--- src/rtl/blink_code_tx.sv ---
// Status LED code transmitter: plays each accepted code as N blinks,
// then a long dark gap, with a one-deep holding register for the next code.
//
// Ports:
//   clock       in  system clock, all logic on posedge
//   reset_n     in  asynchronous active-low reset
//   code        in  blink count to transmit (CODE_W bits)
//   code_valid  in  code offered; held stable until accepted
//   code_ready  out holding register empty (accept on valid && ready)
//   led         out registered LED drive, active-high
//   busy        out playing a code or holding one
//   done        out one-cycle pulse when a code's final gap completes
module blink_code_tx #(
    parameter int CODE_W  = 4,
    parameter int ON_CYC  = 6000000,
    parameter int OFF_CYC = 6000000,
    parameter int GAP_CYC = 24000000
) (
    input  logic              clock,
    input  logic              reset_n,
    input  logic [CODE_W-1:0] code,
    input  logic              code_valid,
    output logic              code_ready,
    output logic              led,
    output logic              busy,
    output logic              done
);

    localparam int MAX_ON_OFF = (ON_CYC > OFF_CYC) ? ON_CYC : OFF_CYC;
    localparam int MAX_CYC    = (MAX_ON_OFF > GAP_CYC) ? MAX_ON_OFF : GAP_CYC;
    localparam int CNT_W      = $clog2(MAX_CYC + 1);

    localparam logic [CNT_W-1:0]  ON_LAST  = CNT_W'(ON_CYC - 1);
    localparam logic [CNT_W-1:0]  OFF_LAST = CNT_W'(OFF_CYC - 1);
    localparam logic [CNT_W-1:0]  GAP_LAST = CNT_W'(GAP_CYC - 1);
    localparam logic [CNT_W-1:0]  CNT_ONE  = CNT_W'(1);
    localparam logic [CODE_W-1:0] REM_ONE  = CODE_W'(1);

    localparam logic [1:0] S_IDLE = 2'd0;
    localparam logic [1:0] S_ON   = 2'd1;
    localparam logic [1:0] S_OFF  = 2'd2;
    localparam logic [1:0] S_GAP  = 2'd3;

    logic [1:0]        state;
    logic [CNT_W-1:0]  cnt;
    logic [CODE_W-1:0] rem;
    logic [CODE_W-1:0] pend;
    logic              pend_v;
    logic              at_end;
    logic              load;
    logic              accept;

    // Last cycle of the current timed state.
    always_comb begin
        at_end = 1'b0;
        case (state)
            S_ON:    at_end = (cnt == ON_LAST);
            S_OFF:   at_end = (cnt == OFF_LAST);
            S_GAP:   at_end = (cnt == GAP_LAST);
            default: at_end = 1'b0;
        endcase
    end

    // A held code starts from IDLE, or straight out of the previous
    // code's gap so back-to-back codes have no idle cycle between them.
    assign load   = pend_v && ((state == S_IDLE) ||
                               ((state == S_GAP) && at_end));
    assign accept = code_valid && !pend_v;

    assign code_ready = !pend_v;
    assign busy       = (state != S_IDLE) || pend_v;

    always_ff @(posedge clock or negedge reset_n) begin
        if (!reset_n) begin
            state  <= S_IDLE;
            cnt    <= '0;
            rem    <= '0;
            pend   <= '0;
            pend_v <= 1'b0;
            led    <= 1'b0;
            done   <= 1'b0;
        end else begin
            done <= (state == S_GAP) && at_end;

            // accept needs an empty register, load a full one: exclusive.
            if (accept) begin
                pend   <= code;
                pend_v <= 1'b1;
            end else if (load) begin
                pend_v <= 1'b0;
            end

            if (load) begin
                rem <= pend;
                cnt <= '0;
                if (pend != '0) begin
                    state <= S_ON;
                    led   <= 1'b1;
                end else begin
                    state <= S_GAP;
                    led   <= 1'b0;
                end
            end else begin
                case (state)
                    S_ON: begin
                        if (at_end) begin
                            cnt <= '0;
                            rem <= rem - REM_ONE;
                            led <= 1'b0;
                            // Last blink skips OFF and goes to the gap.
                            state <= (rem > REM_ONE) ? S_OFF : S_GAP;
                        end else begin
                            cnt <= cnt + CNT_ONE;
                        end
                    end
                    S_OFF: begin
                        if (at_end) begin
                            cnt   <= '0;
                            led   <= 1'b1;
                            state <= S_ON;
                        end else begin
                            cnt <= cnt + CNT_ONE;
                        end
                    end
                    S_GAP: begin
                        if (at_end) begin
                            cnt   <= '0;
                            state <= S_IDLE;
                        end else begin
                            cnt <= cnt + CNT_ONE;
                        end
                    end
                    default: begin
                        cnt <= '0;
                        led <= 1'b0;
                    end
                endcase
            end
        end
    end

endmodule
--- config.mk ---
export PLATFORM = sky130hd
export DESIGN_NAME = blink_code_tx
export DESIGN_NICKNAME = d
export VERILOG_FILES = /design/src/rtl/blink_code_tx.sv
export SDC_FILE = /design/constraint.sdc
export NUM_CORES = 1
export LEC_CHECK = 0
export CORE_ASPECT_RATIO = 1.2
export CORE_MARGIN = 2
export CORE_UTILIZATION = 30
export DETAILED_ROUTE_END_ITERATION = 8
export HOLD_SLACK_MARGIN = 0.1
export PLACE_DENSITY = 0.49
export SLEW_MARGIN = 10
export SYNTH_ARGS = -nofsm -noshare
export SYNTH_HDL_FRONTEND = slang
export SYNTH_SLANG_ARGS = --single-unit
--- constraint.sdc ---
create_clock -name clock -period 6.2 [get_ports clock]
set_input_delay 1.24 -clock clock [delete_from_list [all_inputs] [get_ports clock]]
set_output_delay 1.24 -clock clock [all_outputs]
set_load 0.1 [all_outputs]
==> results.yml <==
run_status:
  status: "finished, final reports clean"
logic_synthesis:
  synth_edf_count: 0
  ys_ff_latch: 38
  yosysTopAreaCell: "dfrtp_1"
  synth.most_common_cell: "dfrtp_1"
  avgSynthCellArea_um2: 10.2
  ys_types: 46
  yosys-top-cells-count: "dfrtp_1 (38), nor2_1 (33), xnor2_1 (21)"
  synth.area.top_cells: "dfrtp_1 (43%), xnor2_1 (8.4%), nor2_1 (5.6%), ha_1 (4.6%), mux2_2 (3.1%)"
  syn_nets: 230
  synth.top_cell.area_share: 0.433
  seq_area_frac_synth: 0.433
  netlist_instances: 215
  synth_area_um2: 2190
  async_flop_share: 1.00
  synth-warning-count: 0
  yosys_most_used_dff: "dfrtp_1"
detailed_routing:
  totalWireLength_mm: 4.36
  wl_met1_mm: 2.13
  wl_per_cell_um: 13.8
  wl_met3_um: 136
  drc: 0
  drtAntennaViolNets: 0
  first_iter_violations: 42
  wl_met2_mm: 2.01
  dr_total_vias: 1532
  routed.top_layer: "met4"
  vias_per_cell: 4.86
  dr.pass1.iters: 4
worst_setup_path:
  path_cells: "inv_1 -> ha_1 -> nand2_1 -> clkdlybuf4s50_1"
  cpPeakStageDelay_ps: 1120
  worst-setup-path-type: "reg -> out"
  path_buf_inv: 2
  arrival_ps: 2240
  crit_fanout: 5
  critPathLaunchType: "flop"
  reg2reg_setup_slack_ps: 3480
  worstSetupEndpointType: "output port"
  crit_required_ps: 4960
  cp_slowest_cell: "clkdlybuf4s50_1"
  cpLargestDelayFamily: "buffers and inverters"
sta:
  worst_pin_slew_ps: 970
  min_period_over_period: 0.561
  final_max_slew_viol_count: 0
  rsz0062_at_grt: "false"
  hold_ws_ps: 527
  setup_tns_ps: 0
  timing.final.ws_setup_ps: 2720
  period_minus_slack_ps: 3480
  finalHoldViolations: 0
  finClkSkew_ps: 8.11
  timing.fmax_ghz: 0.287
  setup-violations-final: 0
  slew_headroom: 0.352
clock_tree:
  clock_sink_count: 38
  cts_resized: 0
  clockBufferDepth: 2
  cts_buffers: 5
  clk_latency_ps: 290
  cts_tree: "done"
  post_cts_buffers: 0
  cts_hold_buf: 0
  h-tree-depth: 2
  root_buffer: "clkbuf_8"
  clk_pin_slew_worst_paths_ps: 80
finish:
  drive_gt1_frac: 0.124
  area_delta_synth_final_pct: 13.2
  num_antenna_cells: 0
  finalNetCount: 239
  final_cells: 315
placement:
  gp_congestion: 0.798
  pre_cts_slack_ps: 3010
  hpwl_mm: 3.06
  dp_cells: 307
  numPortBuffers: 10
run:
  maxCapViolCount: 0
grt:
  grt_max_degree: 39
  grt_pass1_wl_mm: 7.70
  grt_overflow_total: 0
  grt_use_total: 0.126
  grt_pass1_vias: 1585
  antenna_found_initial: 0
die:
  die_h_um: 97.7
  fp.dieW_um: 82.1
  start_util: 0.305
  std_cell_rows: 34
  io_pins: 11
  core_um2: 7190
  die_area_um2: 8020
power:
  leakage_uw: 0.00100
  power.total_uw: 1010
  power_density_nw_per_um2: 406
  peakVddDrop_v: 0.000339
worst_hold_path:
  hold_class: "reg -> reg"
==> sequential cells by signal (all words and copies together), names as in the netlist <==
signal / count
cnt: 25
pend: 4
rem: 4
state: 2
done: 1
led: 1
pend_v: 1
==> cells in the final DEF, fill, tap and decap left out, drive strengths merged, types with 2 or more instances in the layout <==
master / count
xnor2: 21
inv: 13
xor2: 4
nor2b: 3
clkdlybuf4s50: 9
nand4: 6
and4: 3
a211oi: 4
ha: 8
nor4b: 4
and4b: 2
a21oi: 2
o21ai: 2
nor2: 33
o22a: 2
mux2: 7
clkbuf: 6
dfrtp: 38
and2: 3
nand3: 9
and3: 2
nand2: 12
nor4: 8
bufinv: 2
a32o: 2
nor3: 6
mux2i: 2
==> layout make-up <==
type,instances,area [um^2]
clock inverters,2,60.1
fillers,742,4710
clock buffers,6,82.6
flip-flops and latches,38,951
repair buffers,10,95.1
inverters,13,48.8
well taps,90,113
multi-input cells,156,1130
==> metrics by stage <==
| step | util | cell area, um^2 |
|---|---|---|
| after global routing | 0.345 | 2480 |
| after global placement | 0.326 | 2340 |
| after CTS | 0.345 | 2480 |
| after detailed placement | 0.326 | 2340 |
| after floorplan | - | 2190 |
| final | 0.345 | 2480 |
==> report_power, final <==
group | leakage [uW] | internal [uW] | switching [uW] | total [uW]
Combinational | 0.000433 | 153 | 242 | 395
Sequential | 0.000499 | 301 | 50.0 | 351
Clock | 0.0000714 | 172 | 90.8 | 262
Total | 0.00100 | 625 | 383 | 1010
==> path summary, 6_finish.rpt <==
check                                     startpoint  cells after the start                  to
worst max-delay path            state[0]$_DFFE_PN0P_                      4                busy
worst max register to register  state[0]$_DFFE_PN0P_                      6    cnt[9]$_DFF_PN0_
min in group asynchronous                    reset_n                      1  rem[0]$_DFFE_PN0P_
worst min register to register      cnt[0]$_DFF_PN0_                      1    cnt[0]$_DFF_PN0_
max in group asynchronous                    reset_n                      1     led$_DFFE_PN0P_
worst min-delay path                cnt[0]$_DFF_PN0_                      1    cnt[0]$_DFF_PN0_
==> layer usage <==
layer / track usage / vias up
met2: 0.193 / 24
met4: 0.0551 / 0
met5: 0 / -
met1: 0.169 / 735
met3: 0.0288 / 9
li1: - / 764
==> logic make-up after synthesis <==
kind of cell / count (synthesis) / share of synthesized area
AOI/OAI and AO/OA: 19 / 0.0747
xor gates and xnor gates: 25 / 0.0998
adders and majority gates: 8 / 0.0456
buffers and inverters: 21 / 0.0502
DFF: 38 / 0.433
muxes: 9 / 0.0467
and+or+nand+nor: 95 / 0.250
No activity file was read; power rests on OpenSTA's default activity.
